$ cat config.mk
export PLATFORM = sky130hd
export DESIGN_NAME = sonic_v1_15_pcs_eth_10g_mac_rx_link_fault_detect_flat
export DESIGN_NICKNAME = d
export VERILOG_FILES = /design/src/rtl/sonic_v1_15_pcs_eth_10g_mac_rx_link_fault_detect_if.sv /design/src/rtl/sonic_v1_15_pcs_eth_10g_mac_rx_link_fault_detect.sv /design/src/flat_wrapper.sv
export SDC_FILE = /design/constraint.sdc
export NUM_CORES = 1
export LEC_CHECK = 0
export ABC_AREA = 0
export CAP_MARGIN = 10
export CELL_PAD_IN_SITES_DETAIL_PLACEMENT = 1
export CELL_PAD_IN_SITES_GLOBAL_PLACEMENT = 2
export CORE_MARGIN = 2
export CORE_UTILIZATION = 21
export CTS_CLUSTER_SIZE = 12
export DETAILED_ROUTE_END_ITERATION = 12
export HOLD_SLACK_MARGIN = 0.1
export PLACE_DENSITY = 0.78
export SLEW_MARGIN = 20
export SYNTH_ARGS = -nofsm -noshare
export SYNTH_HDL_FRONTEND = slang
export SYNTH_SLANG_ARGS = --single-unit
$ cat constraint.sdc
create_clock -name clk -period 2.4 [get_ports clk]
set_input_delay 0.24 -clock clk [delete_from_list [all_inputs] [get_ports clk]]
set_output_delay 0.24 -clock clk [all_outputs]
set_load 0.03 [all_outputs]
$ cat src/rtl/sonic_v1_15_pcs_eth_10g_mac_rx_link_fault_detect_if.sv
// ---------------------------------------------------------------------------
// sonic_v1_15_pcs_eth_10g_mac_rx_link_fault_detect_if
//
// Purpose:
//   Groups the signals that pass through the RX link fault detector:
//   - the XGMII receive stream coming from the PCS;
//   - the link fault status stream going to the downstream timing adapter.
//
// Signals:
//   xgmii_rx_valid           qualifies xgmii_rx_data / xgmii_rx_ctrl
//   xgmii_rx_data [63:0]     eight lanes; lane n = bits [8n+7:8n]
//   xgmii_rx_ctrl [7:0]      per-lane control flag
//   link_fault_status_ready  downstream ready (status is a level stream)
//   link_fault_status_valid  status valid
//   link_fault_status_data   00 OK, 01 local fault, 10 remote fault
//
// Modports:
//   master  the side that drives XGMII and consumes status (PCS / bench)
//   slave   the detector itself
// ---------------------------------------------------------------------------
interface sonic_v1_15_pcs_eth_10g_mac_rx_link_fault_detect_if;
  logic        xgmii_rx_valid;
  logic [63:0] xgmii_rx_data;
  logic [7:0]  xgmii_rx_ctrl;
  logic        link_fault_status_ready;
  logic        link_fault_status_valid;
  logic [1:0]  link_fault_status_data;

  modport master (
    output xgmii_rx_valid,
    output xgmii_rx_data,
    output xgmii_rx_ctrl,
    output link_fault_status_ready,
    input  link_fault_status_valid,
    input  link_fault_status_data
  );

  modport slave (
    input  xgmii_rx_valid,
    input  xgmii_rx_data,
    input  xgmii_rx_ctrl,
    input  link_fault_status_ready,
    output link_fault_status_valid,
    output link_fault_status_data
  );
endinterface

$ cat src/rtl/sonic_v1_15_pcs_eth_10g_mac_rx_link_fault_detect.sv
// ---------------------------------------------------------------------------
// sonic_v1_15_pcs_eth_10g_mac_rx_link_fault_detect
//
// Purpose:
//   RX-side link fault detector. Watches the 64-bit XGMII receive stream
//   (two 4-lane columns per cycle), recognises local/remote fault sequence
//   ordered sets, and produces a registered 2-bit link fault status level.
//   A fault is asserted after SEQ_THRESHOLD consecutive sequences of the
//   same type; it is cleared after COL_WINDOW columns with no sequence.
//
// Ports:
//   clk    MAC RX clock
//   reset  asynchronous, active-high reset
//   bus    slave side of the detector interface (XGMII in, status out)
//
// Parameters:
//   COL_WINDOW     columns without a sequence before status returns to OK
//   SEQ_THRESHOLD  consecutive same-type sequences needed to assert a fault
//   CNT_W          column counter width; 2^CNT_W must exceed COL_WINDOW + 2
// ---------------------------------------------------------------------------
module sonic_v1_15_pcs_eth_10g_mac_rx_link_fault_detect #(
  parameter int COL_WINDOW    = 128,
  parameter int SEQ_THRESHOLD = 4,
  parameter int CNT_W         = 8
) (
  input  logic clk,
  input  logic reset,
  sonic_v1_15_pcs_eth_10g_mac_rx_link_fault_detect_if.slave bus
);

  localparam int SEQ_W = $clog2(SEQ_THRESHOLD + 1);
  localparam logic [SEQ_W-1:0] SEQ_MAX = SEQ_W'(SEQ_THRESHOLD);
  localparam logic [CNT_W-1:0] COL_MAX = CNT_W'(COL_WINDOW);

  // Status is a level; downstream back-pressure has no meaning here.
  logic unused_ready;
  assign unused_ready = bus.link_fault_status_ready;

  // ---------------------------------------------------------------------
  // Per-column fault sequence recognition
  // ---------------------------------------------------------------------
  logic       col_is_seq [2];
  logic [1:0] col_type   [2];

  genvar gi;
  generate
    for (gi = 0; gi < 2; gi++) begin : g_col
      logic [31:0] col_data;
      logic [3:0]  col_ctrl;
      assign col_data = bus.xgmii_rx_data[32*gi +: 32];
      assign col_ctrl = bus.xgmii_rx_ctrl[4*gi +: 4];

      // Only the first lane is a control character; the next two lanes are
      // zero and the last lane carries the fault code (01 local, 02 remote).
      // Other sequence codes are ordinary columns.
      assign col_is_seq[gi] = (col_ctrl == 4'b0001) &&
                              (col_data[7:0] == 8'h9C) &&
                              (col_data[23:8] == 16'h0000) &&
                              ((col_data[31:24] == 8'h01) ||
                               (col_data[31:24] == 8'h02));

      // 0x01 -> 2'b01 (local), 0x02 -> 2'b10 (remote)
      assign col_type[gi] = col_data[25:24];
    end
  endgenerate

  // ---------------------------------------------------------------------
  // State
  // ---------------------------------------------------------------------
  logic             valid_reg;
  logic [1:0]       status_reg,    status_next;
  logic [SEQ_W-1:0] seq_cnt_reg,   seq_cnt_next;
  logic [1:0]       last_type_reg, last_type_next;
  logic [CNT_W-1:0] col_cnt_reg,   col_cnt_next;

  // Columns are walked in order (0 then 1) so that both can update the
  // counters in a single cycle; column 1 therefore has the final say when
  // the two columns carry different types.
  always_comb begin
    status_next    = status_reg;
    seq_cnt_next   = seq_cnt_reg;
    last_type_next = last_type_reg;
    col_cnt_next   = col_cnt_reg;

    if (bus.xgmii_rx_valid) begin
      for (int c = 0; c < 2; c++) begin
        if (col_is_seq[c]) begin
          if (col_type[c] == last_type_next) begin
            if (seq_cnt_next < SEQ_MAX) begin
              seq_cnt_next = seq_cnt_next + 1'b1;
            end
          end else begin
            seq_cnt_next   = SEQ_W'(1);
            last_type_next = col_type[c];
          end
          col_cnt_next = '0;
          if (seq_cnt_next == SEQ_MAX) begin
            status_next = col_type[c];
          end
        end else begin
          if (col_cnt_next < COL_MAX) begin
            col_cnt_next = col_cnt_next + 1'b1;
          end
          // Window of quiet columns elapsed: forget everything seen so far.
          if (col_cnt_next >= COL_MAX) begin
            seq_cnt_next   = '0;
            last_type_next = 2'b00;
            status_next    = 2'b00;
          end
        end
      end
    end
  end

  always_ff @(posedge clk or posedge reset) begin
    if (reset) begin
      valid_reg     <= 1'b0;
      status_reg    <= 2'b00;
      seq_cnt_reg   <= '0;
      last_type_reg <= 2'b00;
      col_cnt_reg   <= '0;
    end else begin
      valid_reg     <= 1'b1;
      status_reg    <= status_next;
      seq_cnt_reg   <= seq_cnt_next;
      last_type_reg <= last_type_next;
      col_cnt_reg   <= col_cnt_next;
    end
  end

  assign bus.link_fault_status_valid = valid_reg;
  assign bus.link_fault_status_data  = status_reg;

endmodule

$ cat src/flat_wrapper.sv
// flat-port wrapper written by rule: the top's interface ports become plain ports
module sonic_v1_15_pcs_eth_10g_mac_rx_link_fault_detect_flat 
#(
  parameter int COL_WINDOW    = 128,
  parameter int SEQ_THRESHOLD = 4,
  parameter int CNT_W         = 8
)
  (clk, reset, bus_xgmii_rx_valid, bus_xgmii_rx_data, bus_xgmii_rx_ctrl, bus_link_fault_status_ready, bus_link_fault_status_valid, bus_link_fault_status_data);
  sonic_v1_15_pcs_eth_10g_mac_rx_link_fault_detect_if bus_i ();
  input  logic clk;
  input  logic reset;
  input wire logic [$bits(bus_i.xgmii_rx_valid)-1:0] bus_xgmii_rx_valid;
  input wire logic [$bits(bus_i.xgmii_rx_data)-1:0] bus_xgmii_rx_data;
  input wire logic [$bits(bus_i.xgmii_rx_ctrl)-1:0] bus_xgmii_rx_ctrl;
  input wire logic [$bits(bus_i.link_fault_status_ready)-1:0] bus_link_fault_status_ready;
  output wire logic [$bits(bus_i.link_fault_status_valid)-1:0] bus_link_fault_status_valid;
  output wire logic [$bits(bus_i.link_fault_status_data)-1:0] bus_link_fault_status_data;
  assign bus_i.xgmii_rx_valid = bus_xgmii_rx_valid;
  assign bus_i.xgmii_rx_data = bus_xgmii_rx_data;
  assign bus_i.xgmii_rx_ctrl = bus_xgmii_rx_ctrl;
  assign bus_i.link_fault_status_ready = bus_link_fault_status_ready;
  assign bus_link_fault_status_valid = bus_i.link_fault_status_valid;
  assign bus_link_fault_status_data = bus_i.link_fault_status_data;
  sonic_v1_15_pcs_eth_10g_mac_rx_link_fault_detect #(.COL_WINDOW(COL_WINDOW), .SEQ_THRESHOLD(SEQ_THRESHOLD), .CNT_W(CNT_W)) u_core (.clk(clk), .reset(reset), .bus(bus_i));
endmodule
==> results of run 1 <==
## layout by cell type (no fill, tap or decap), types with 8 or more instances in the layout
cell type,n
buf_4,48
clkdlybuf4s50_1,41
nand2_1,24
nor2_1,20
dfrtp_1,16
o21ai_0,11
clkbuf_2,11
buf_2,10
inv_1,9
nand4_1,8
a21oi_1,8
clkdlybuf4s15_1,8
## repair_timing
item | CTS | global route
endpoints found under the hold margin | 0 | 0
setup endpoints to repair | 7 | 3
pin swaps | 4 | 2
setup buffers | 3 | 1
resized for setup | 91 | 25
gates cloned | 0 | 0
## through the flow
step	cells	cell area [um^2]	hold WS [ns]
floorplan	232	1840	0.154
finish	454	3090	0.389
CTS	453	3100	0.414
global placement	447	3020	0.579
detailed placement	447	3020	0.583
global route	454	3090	0.440
## cell type report
type                            instances  share of cell area (%)
Multi-Input combinational cell        195                    46.6
Timing Repair Buffer                  126                    33.8
Sequential cell                        16                    13.0
Tap cell                              105                    4.25
Clock buffer                            3                    1.34
Inverter                                9                    1.09
## per-layer routing
| metal | track usage, % | up-vias |
|---|---|---|
| met2 | 29.9 | 52 |
| met5 | 0 | - |
| li1 | - | 1113 |
| met3 | 2.40 | 2 |
| met4 | 1.53 | 0 |
| met1 | 20.0 | 1090 |
## path summary, 6_finish.rpt
path / slack (ns) / startpoint / cells past startpoint / to
max: -0.05 / u_core.col_cnt_reg[0] / 9 / u_core.bus.link_fault_status_data[1]
min: 0.39 / reset / 2 / u_core.bus.link_fault_status_data[1]
max reg2reg: -0.05 / u_core.col_cnt_reg[0] / 9 / u_core.bus.link_fault_status_data[1]
min reg2reg: 0.59 / u_core.bus.link_fault_status_data[0] / 2 / u_core.bus.link_fault_status_data[0]
max in group asynchronous: 1.58 / reset / 2 / u_core.last_type_reg[0]
min in group clk: 0.59 / u_core.bus.link_fault_status_data[0] / 2 / u_core.bus.link_fault_status_data[0]
## worst register-to-register path, delay by kind of cell (launching register included)
family                   cells  cell delay, ns
AO/OA/AOI/OAI                5            1.19
flip-flops                   1            0.38
AND/OR/NAND/NOR              2            0.33
adder cells (fa/ha/maj)      1            0.29
buffers and inverters        1            0.16
## cells in the mapped netlist (4+ instances only)
library cell / number
nor4bb_1: 4
nand4_1: 8
nor2b_1: 4
a21oi_1: 9
ha_1: 4
nor2_1: 21
nor4_2: 4
xnor2_1: 6
a31oi_1: 5
nand2_1: 25
clkbuf_1: 7
dfrtp_1: 16
nor4b_1: 4
o21ai_0: 11
xor2_1: 5
nor4_1: 6
inv_1: 9
nand3_1: 7
mux2i_1: 5
nand2b_1: 5
nand3b_1: 4
nor3_1: 7
## kinds of logic after synthesis
| group | Yosys count | share of synthesized area [%] |
|---|---|---|
| xor+xnor | 11 | 5.35 |
| fa+ha+maj | 4 | 2.78 |
| buf+inv | 21 | 5.00 |
| other cells | 1 | 0.208 |
| compound gates | 58 | 23.6 |
| mux | 7 | 4.03 |
| simple gates | 114 | 36.8 |
| flops | 16 | 22.2 |
## power breakdown
part	switching [mW]	leakage, nW	total (mW)	internal (mW)
clock	0.0926	0.0216	0.204	0.111
combinational	0.625	1.05	1.25	0.629
sequential	0.0796	0.192	0.420	0.340
total	0.798	1.26	1.88	1.08
==> impl_metrics.toml, run 1 <==
[run_status]
status = "finished, violations left"
failed_checks = "setup timing"

[placement]
post-place-ws_ns = -0.678
dp_hpwl_um = 6110
gp_congestion = 0.818
portBuffers = 77

[min_path]
hp-class = "in -> async"

[route]
drc = 0
wl_met2_um = 3700
drtPass1Iterations = 5
wl_per_cell_um = 15.8
ant_nets = 0
wl_met3_um = 249
vias_per_cell = 4.97
top_layer = "met4"
met1Wirelength_um = 3180
vias = 2257
drt-initial-drc-count = 62
wl_um = 7150

[synthesis]
synthesis.nets = 312
synth_largest_area_cell = "dfrtp_1"
synth_area_um2 = 1800
yosysWarnings = 0
synth_edf_count = 0
synth_flop_cell = "dfrtp_1"
yosys-top-cells-area = "dfrtp_1, nand2_1, nor2_1"
avgSynthCellArea_um2 = 7.76
ys_ff_latch = 16
syn_inst = 232
ys_seq_area_share_pct = 22.2
synth_async_sr_flop_share_pct = 100
ys_types = 57
yosysTopAreaCellShare_pct = 22.2

[timing]
hold_violations = 0
tightest_slew_ns = 0.677
rsz0062_at_grt = "true"
slew_violations = 0
setup_viol = 1
period_minus_slack_ns = 2.45
timing.fmax_mhz = 407
finClkSkew_ns = 0.00792
post-route-period-util_pct = 102
setup-tns-final_ns = -0.0550
slew_headroom_pct = 54.8
fin_ws_ns = -0.0550

[clock_network]
htree_levels = 1
clkLatencyLatePin_ns = 0.25
numCtsBuffers = 3
cts_tree = "built"
clock-root-buffer = "clkbuf_8"
cts.clk_slew.worst_paths_ns = 0.07
cts_sinks = 16
cts_hold_buffers = 0
clock_path_buffers = 2

[worst_setup_path]
cp.arrival_ns = 2.61
critPathBufInv = 1
crit_path_top_delay_cell = "dfrtp_1"
path_cells = "buf_4 -> and3_2 -> a21oi_4 -> nor2_1 -> a211oi_2 -> ha_1 -> o32a_1 -> o21ba_1 -> o41ai_2"
crit_fanout = 6
path_delay_family = "compound AO/OA/AOI/OAI gates"
cp-start-kind = "flip-flop"
cp.required_ns = 2.55
cp_slowest_stage_delay_ns = 0.38
cp-end-kind = "flip-flop"
critPathKind = "reg -> reg"

[layout]
nets = 431
fillers = 996
seq_area_um2 = 400
num_antenna_cells = 0
drive_gt1_share_pct = 28.7
fin_util_pct = 37.4
multi_input_area_um2 = 1440
syn_to_final_growth_pct = 71.7
largest_register_ffs = 8

[floorplan]
fp.dieH_um = 96.6
io_pins = 79
core_um2 = 8260
die_x_um = 96.6
fp-row-count = 33
die_area_um2 = 9330
start_util_pct = 21.8

[global_route]
grt-ovfl-total = 0
grt_pass1_vias = 2424
grtUsageTotal_pct = 16.0
grt_max_degree = 17
grt_pass1_wl_um = 11600
grt_antenna_before_repair = 0

[power]
p_leak_nw = 1.26
ir_drop_mv = 0.253
power_mw = 1.88
power_density_nw_per_um2 = 607

[flow_run]
drv_cap = 0
Power figures use the tool's default switching activity.
==> run 2, diff against run 1 <==
--- a/config.mk
+++ b/config.mk
@@ -17,2 +17,3 @@
 export PLACE_DENSITY = 0.78
+export SETUP_SLACK_MARGIN = 0.5
 export SLEW_MARGIN = 20
--- a/constraint.sdc
+++ b/constraint.sdc
@@ -3,2 +3,2 @@
 set_output_delay 0.24 -clock clk [all_outputs]
-set_load 0.03 [all_outputs]
+set_load 0.005 [all_outputs]
==> run 2 against run 1 <==
  * Maximum frequency down 0.89%
  * Hold slack worse by 0.0075 ns
  * Highest routed layer unchanged
  * Critical path depth up 3
  * The flow still finishes with violations (setup timing)
  * Critical endpoint unchanged
  * Sequential share of layout area down 2.3 points
  * Sequential cell count unchanged
  * Largest cell class unchanged
  * Largest power group unchanged
  * Final area up 22%
  * First-iteration DRC count up 87%
  * Cell count up 7.7%
==> impl_metrics.toml, run 2 (same netlist as run 1, synthesis figures left out) <==
[floorplan]
start_util_pct = 21.8
die_x_um = 96.6
fp.dieH_um = 96.6
fp-row-count = 33
die_area_um2 = 9330
core_um2 = 8260
io_pins = 79

[timing]
slew_headroom_pct = 54.4
period_minus_slack_ns = 2.48
hold_violations = 0
post-route-period-util_pct = 103
tightest_slew_ns = 0.684
timing.fmax_mhz = 404
slew_violations = 0
holdWs_ns = 0.381
setup_viol = 2
fin_ws_ns = -0.0771
rsz0062_at_grt = "true"
finClkSkew_ns = 0.00618

[layout]
largest_register_ffs = 8
nets = 465
final_common_cell = "buf_4"
final_cells = 489
layout_common_cells = "buf_4, clkdlybuf4s50_1, buf_6"
num_antenna_cells = 0
fillers = 986
syn_to_final_growth_pct = 110
drive_gt1_share_pct = 48.2

[power]
p_leak_nw = 1.59
ir_drop_mv = 0.290
power_density_nw_per_um2 = 607
power_mw = 2.29

[route]
vias_per_cell = 5.11
drtPass1Iterations = 4
wl_per_cell_um = 17.7
drt-initial-drc-count = 116
wl_um = 8660
drc = 0
vias = 2500
ant_nets = 0

[global_route]
grt_pass1_wl_um = 12600
grt_max_degree = 22
grt-ovfl-total = 0
grtUsageTotal_pct = 17.3
grt_antenna_before_repair = 0
grt_pass1_vias = 2574

[worst_setup_path]
timing.reg2reg.setup_slack_ns = -0.03
critPathKind = "in -> reg"
r2r_end = "u_core.bus.link_fault_status_data[1]"
cp-start-kind = "input pin"
r2r-start = "u_core.col_cnt_reg[1]"
cp-end-kind = "flip-flop"
cp.arrival_ns = 2.63
crit_fanout = 4
cp-startpoint = "bus_xgmii_rx_data[6]"
cp.required_ns = 2.56
endpoint = "u_core.bus.link_fault_status_data[1]"
reg2regPathDepth = 8

[placement]
dp_hpwl_um = 5860
portBuffers = 77
placed_cells = 448
gp_congestion = 0.807

[clock_network]
cts_sinks = 16
clkLatencyLatePin_ns = 0.26
clock_path_buffers = 2
cts.clk_slew.worst_paths_ns = 0.07
clock-root-buffer = "clkbuf_8"
htree_levels = 1
numCtsBuffers = 3
cts_tree = "built"

[run_status]
status = "finished, violations left"
failed_checks = "setup timing"

[min_path]
hp-class = "in -> async"

[flow_run]
drv_cap = 0
-- run 2: cell types whose count changed in the layout (fill, tap and decap cells not counted), sizes merged --
cell / change
buf: +46
clkbuf: -8
clkdlybuf4s15: +1
clkdlybuf4s50: -9
dlygate4sd2: -3
dlymetal6s2s: +8
-- run 2: how the worst min path moves through the flow --
stage,start,end,cells past startpoint
2_1_floorplan,reset,u_core.bus.link_fault_status_data[0],1
3_3_place_gp,u_core.bus.link_fault_status_data[0],u_core.bus.link_fault_status_data[0],2
3_5_place_dp,u_core.bus.link_fault_status_data[0],u_core.bus.link_fault_status_data[0],2
4_1_cts,reset,u_core.col_cnt_reg[2],2
5_1_grt,reset,u_core.bus.link_fault_status_valid,2
6_report,reset,u_core.col_cnt_reg[2],2
-- run 2: layout make-up --
cell class,count,area (um^2),area share (%)
Multi-Input combinational cell,195,1730,45.8
Timing Repair Buffer,160,1430,37.9
Sequential cell,16,404,10.7
Tap cell,105,131,3.48
Clock buffer,4,45.0,1.19
Inverter,9,33.8,0.894
-- run 2: layer usage --
metal	track usage (%)	routed length (um)	up-vias
li1	-	-	1188
met3	2.56	353	21
met1	22.6	3660	1201
met4	2.70	261	0
met5	0	0	-
met2	30.5	4380	90
-- run 2: critical path, stage by stage --
cell      delay, ns
buf_2          0.11
nor4b_4        0.25
nand4_1        0.15
buf_4          0.17
nor3_4         0.21
buf_4          0.15
a21oi_2        0.05
a211oi_2       0.25
ha_2           0.34
o32a_1         0.33
o21ba_1        0.19
o41ai_2        0.18
-- run 2: stage by stage --
stage	worst slack (ns)	TNS (ns)	utilization [%]	area, um^2
3_5_place_dp	-0.627	-4.19	36.8	3040
4_1_cts	0.0951	0	40.7	3360
6_report	-0.0771	-0.0878	45.8	3780
3_3_place_gp	-0.574	-3.80	36.8	3040
5_1_grt	-0.186	-0.319	45.8	3780
2_1_floorplan	-0.166	-0.267	-	1870
-- run 2: what timing repair did --
action                                 in CTS  in global routing
hold buffers                                0                  0
pin swaps                                  23                 26
resized for setup                         169                 69
endpoints found under the hold margin       0                  0
buffers inserted                           20                 17
setup endpoints to repair                  15                 15
-- run 2: power by group --
| group | internal [mW] | switching [mW] |
|---|---|---|
| combinational | 0.828 | 0.813 |
| clock | 0.118 | 0.102 |
| sequential | 0.344 | 0.0878 |
==> run 3, diff against run 2 <==
PLACE_DENSITY = not set   (was 0.78)
PLACE_DENSITY_LB_ADDON = 0.08   (was not set)
==> run 3 against run 2 <==
  * The flow still finishes with violations (setup timing)
  * Clock skew is 0.0047 ns lower
  * Critical endpoint unchanged
  * Sequential cell count stayed put
  * Register-to-register slack better by 0.11 ns
  * Largest power group unchanged
  * Hold slack better by 0.0049 ns
  * Die area stayed put
  * Critical path type unchanged
==> impl_metrics.toml, run 3 (same netlist as run 1, synthesis figures left out) <==
[global_route]
grt_max_degree = 17
grt_antenna_before_repair = 0
grtUsageTotal_pct = 17.1
grt_pass1_vias = 2470
grt_pass1_wl_um = 12400
grt-ovfl-total = 0

[floorplan]
core_um2 = 8260
fp-row-count = 33
start_util_pct = 21.8
io_pins = 79
fp.dieH_um = 96.6
die_x_um = 96.6
die_area_um2 = 9330

[worst_setup_path]
cp.arrival_ns = 2.59
critPathKind = "in -> reg"
crit_fanout = 4
cp.required_ns = 2.56
cp-end-kind = "flip-flop"
cp-start-kind = "input pin"

[layout]
layout_common_cells = "buf_4, clkdlybuf4s50_1, nand2_1"
largest_register_ffs = 8
syn_to_final_growth_pct = 101
drive_gt1_share_pct = 44.1
final_common_cell = "buf_4"
nets = 460
num_antenna_cells = 0
fillers = 989

[clock_network]
htree_levels = 1
cts.clk_slew.worst_paths_ns = 0.07
clock_path_buffers = 2
numCtsBuffers = 3
cts_sinks = 16
clkLatencyLatePin_ns = 0.25
clock-root-buffer = "clkbuf_8"
cts_hold_buffers = 0
cts_tree = "built"

[route]
drc = 0
ant_nets = 0
wl_met2_um = 3940
drtPass1Iterations = 4
vias = 2379
wl_um = 7880
wl_per_cell_um = 16.3
vias_per_cell = 4.92
top_layer = "met4"
met1Wirelength_um = 3620
wl_met3_um = 251
drt-initial-drc-count = 83

[timing]
hold_violations = 0
rsz0062_at_grt = "true"
slew_violations = 0
slew_headroom_pct = 53.5
setup_viol = 1
tightest_slew_ns = 0.697
finClkSkew_ns = 0.00149
fin_ws_ns = -0.0301
setup-tns-final_ns = -0.0301
timing.fmax_mhz = 412
period_minus_slack_ns = 2.43
post-route-period-util_pct = 101

[power]
swShare_pct = 41.9
p_clk_share_pct = 9.8
p_leak_nw = 1.45
power_density_nw_per_um2 = 628
pwr-share-seq_pct = 18.8
ir_drop_mv = 0.289
p_switching_uw = 953
p_int_mw = 1.32
combPwrFrac_pct = 71.4

[placement]
gp_congestion = 0.808
portBuffers = 77
dp_hpwl_um = 5990
post-place-ws_ns = -0.646

[min_path]
hp-class = "in -> async"

[run_status]
failed_checks = "setup timing"
status = "finished, violations left"

[flow_run]
drv_cap = 0
## run 3: critical path: stages
cell and delay [ns]:
dlygate4sd2_1 0.19, nor4b_4 0.19, nand4_1 0.24, nor3_4 0.28, buf_6 0.15, a21oi_4 0.05
a211oi_2 0.24, ha_1 0.28, o32a_1 0.34, o21ba_1 0.19, o41ai_2 0.19
## run 3: timing repair
action,CTS,global route
endpoints found under the setup margin,15,15
setup buffers,23,10
pin swaps,35,21
resized for setup,173,25
## run 3: worst paths after layout
path	startpoint	to	slack (ns)	cells after the start
setup / recovery	bus_xgmii_rx_data[7]	u_core.bus.link_fault_status_data[1]	-0.03	11
hold / removal	reset	u_core.bus.link_fault_status_valid	0.39	2
setup reg to reg	u_core.col_cnt_reg[4]	u_core.bus.link_fault_status_data[1]	0.08	8
hold reg to reg	u_core.bus.link_fault_status_data[0]	u_core.bus.link_fault_status_data[0]	0.61	2
max in group asynchronous	reset	u_core.col_cnt_reg[1]	1.53	2
min in group clk	bus_xgmii_rx_data[25]	u_core.last_type_reg[1]	0.56	6
## run 3: power groups by stage
stage | logic (mW) | registers [mW] | clock network, mW
6_report | 1.62 | 0.426 | 0.224
5_1_grt | 1.77 | 0.438 | 0.242
4_1_cts | 1.55 | 0.418 | 0.231
3_5_place_dp | 1.23 | 0.440 | 0
3_3_place_gp | 1.21 | 0.438 | 0
2_1_floorplan | 0.658 | 0.424 | 0
## run 3: stage by stage
stage | area (um^2) | util [%] | hold WS (ns) | power [mW] | instances
2_1_floorplan | 1870 | - | 0.154 | 1.08 | 232
3_3_place_gp | 3040 | 36.9 | 0.584 | 1.65 | 447
3_5_place_dp | 3040 | 36.9 | 0.593 | 1.67 | 447
4_1_cts | 3430 | 41.5 | 0.412 | 2.20 | 474
5_1_grt | 3620 | 43.8 | 0.444 | 2.45 | 484
6_report | 3620 | 43.8 | 0.386 | 2.27 | 484
## run 3: cell type report
| cell class | count | area [um^2] | area share (%) |
|---|---|---|---|
| tap | 105 | 131 | 3.63 |
| clock buffer | 4 | 45.0 | 1.24 |
| multi-input combinational | 195 | 1670 | 46.1 |
| timing repair buffer | 155 | 1340 | 36.9 |
| inverter | 9 | 33.8 | 0.934 |
| sequential | 16 | 404 | 11.2 |
## run 3: layer usage
metal | up-vias | GRT usage (%)
met5 | - | 0
li1 | 1177 | -
met4 | 0 | 2.00
met1 | 1140 | 23.0
met3 | 8 | 2.64
met2 | 54 | 30.0
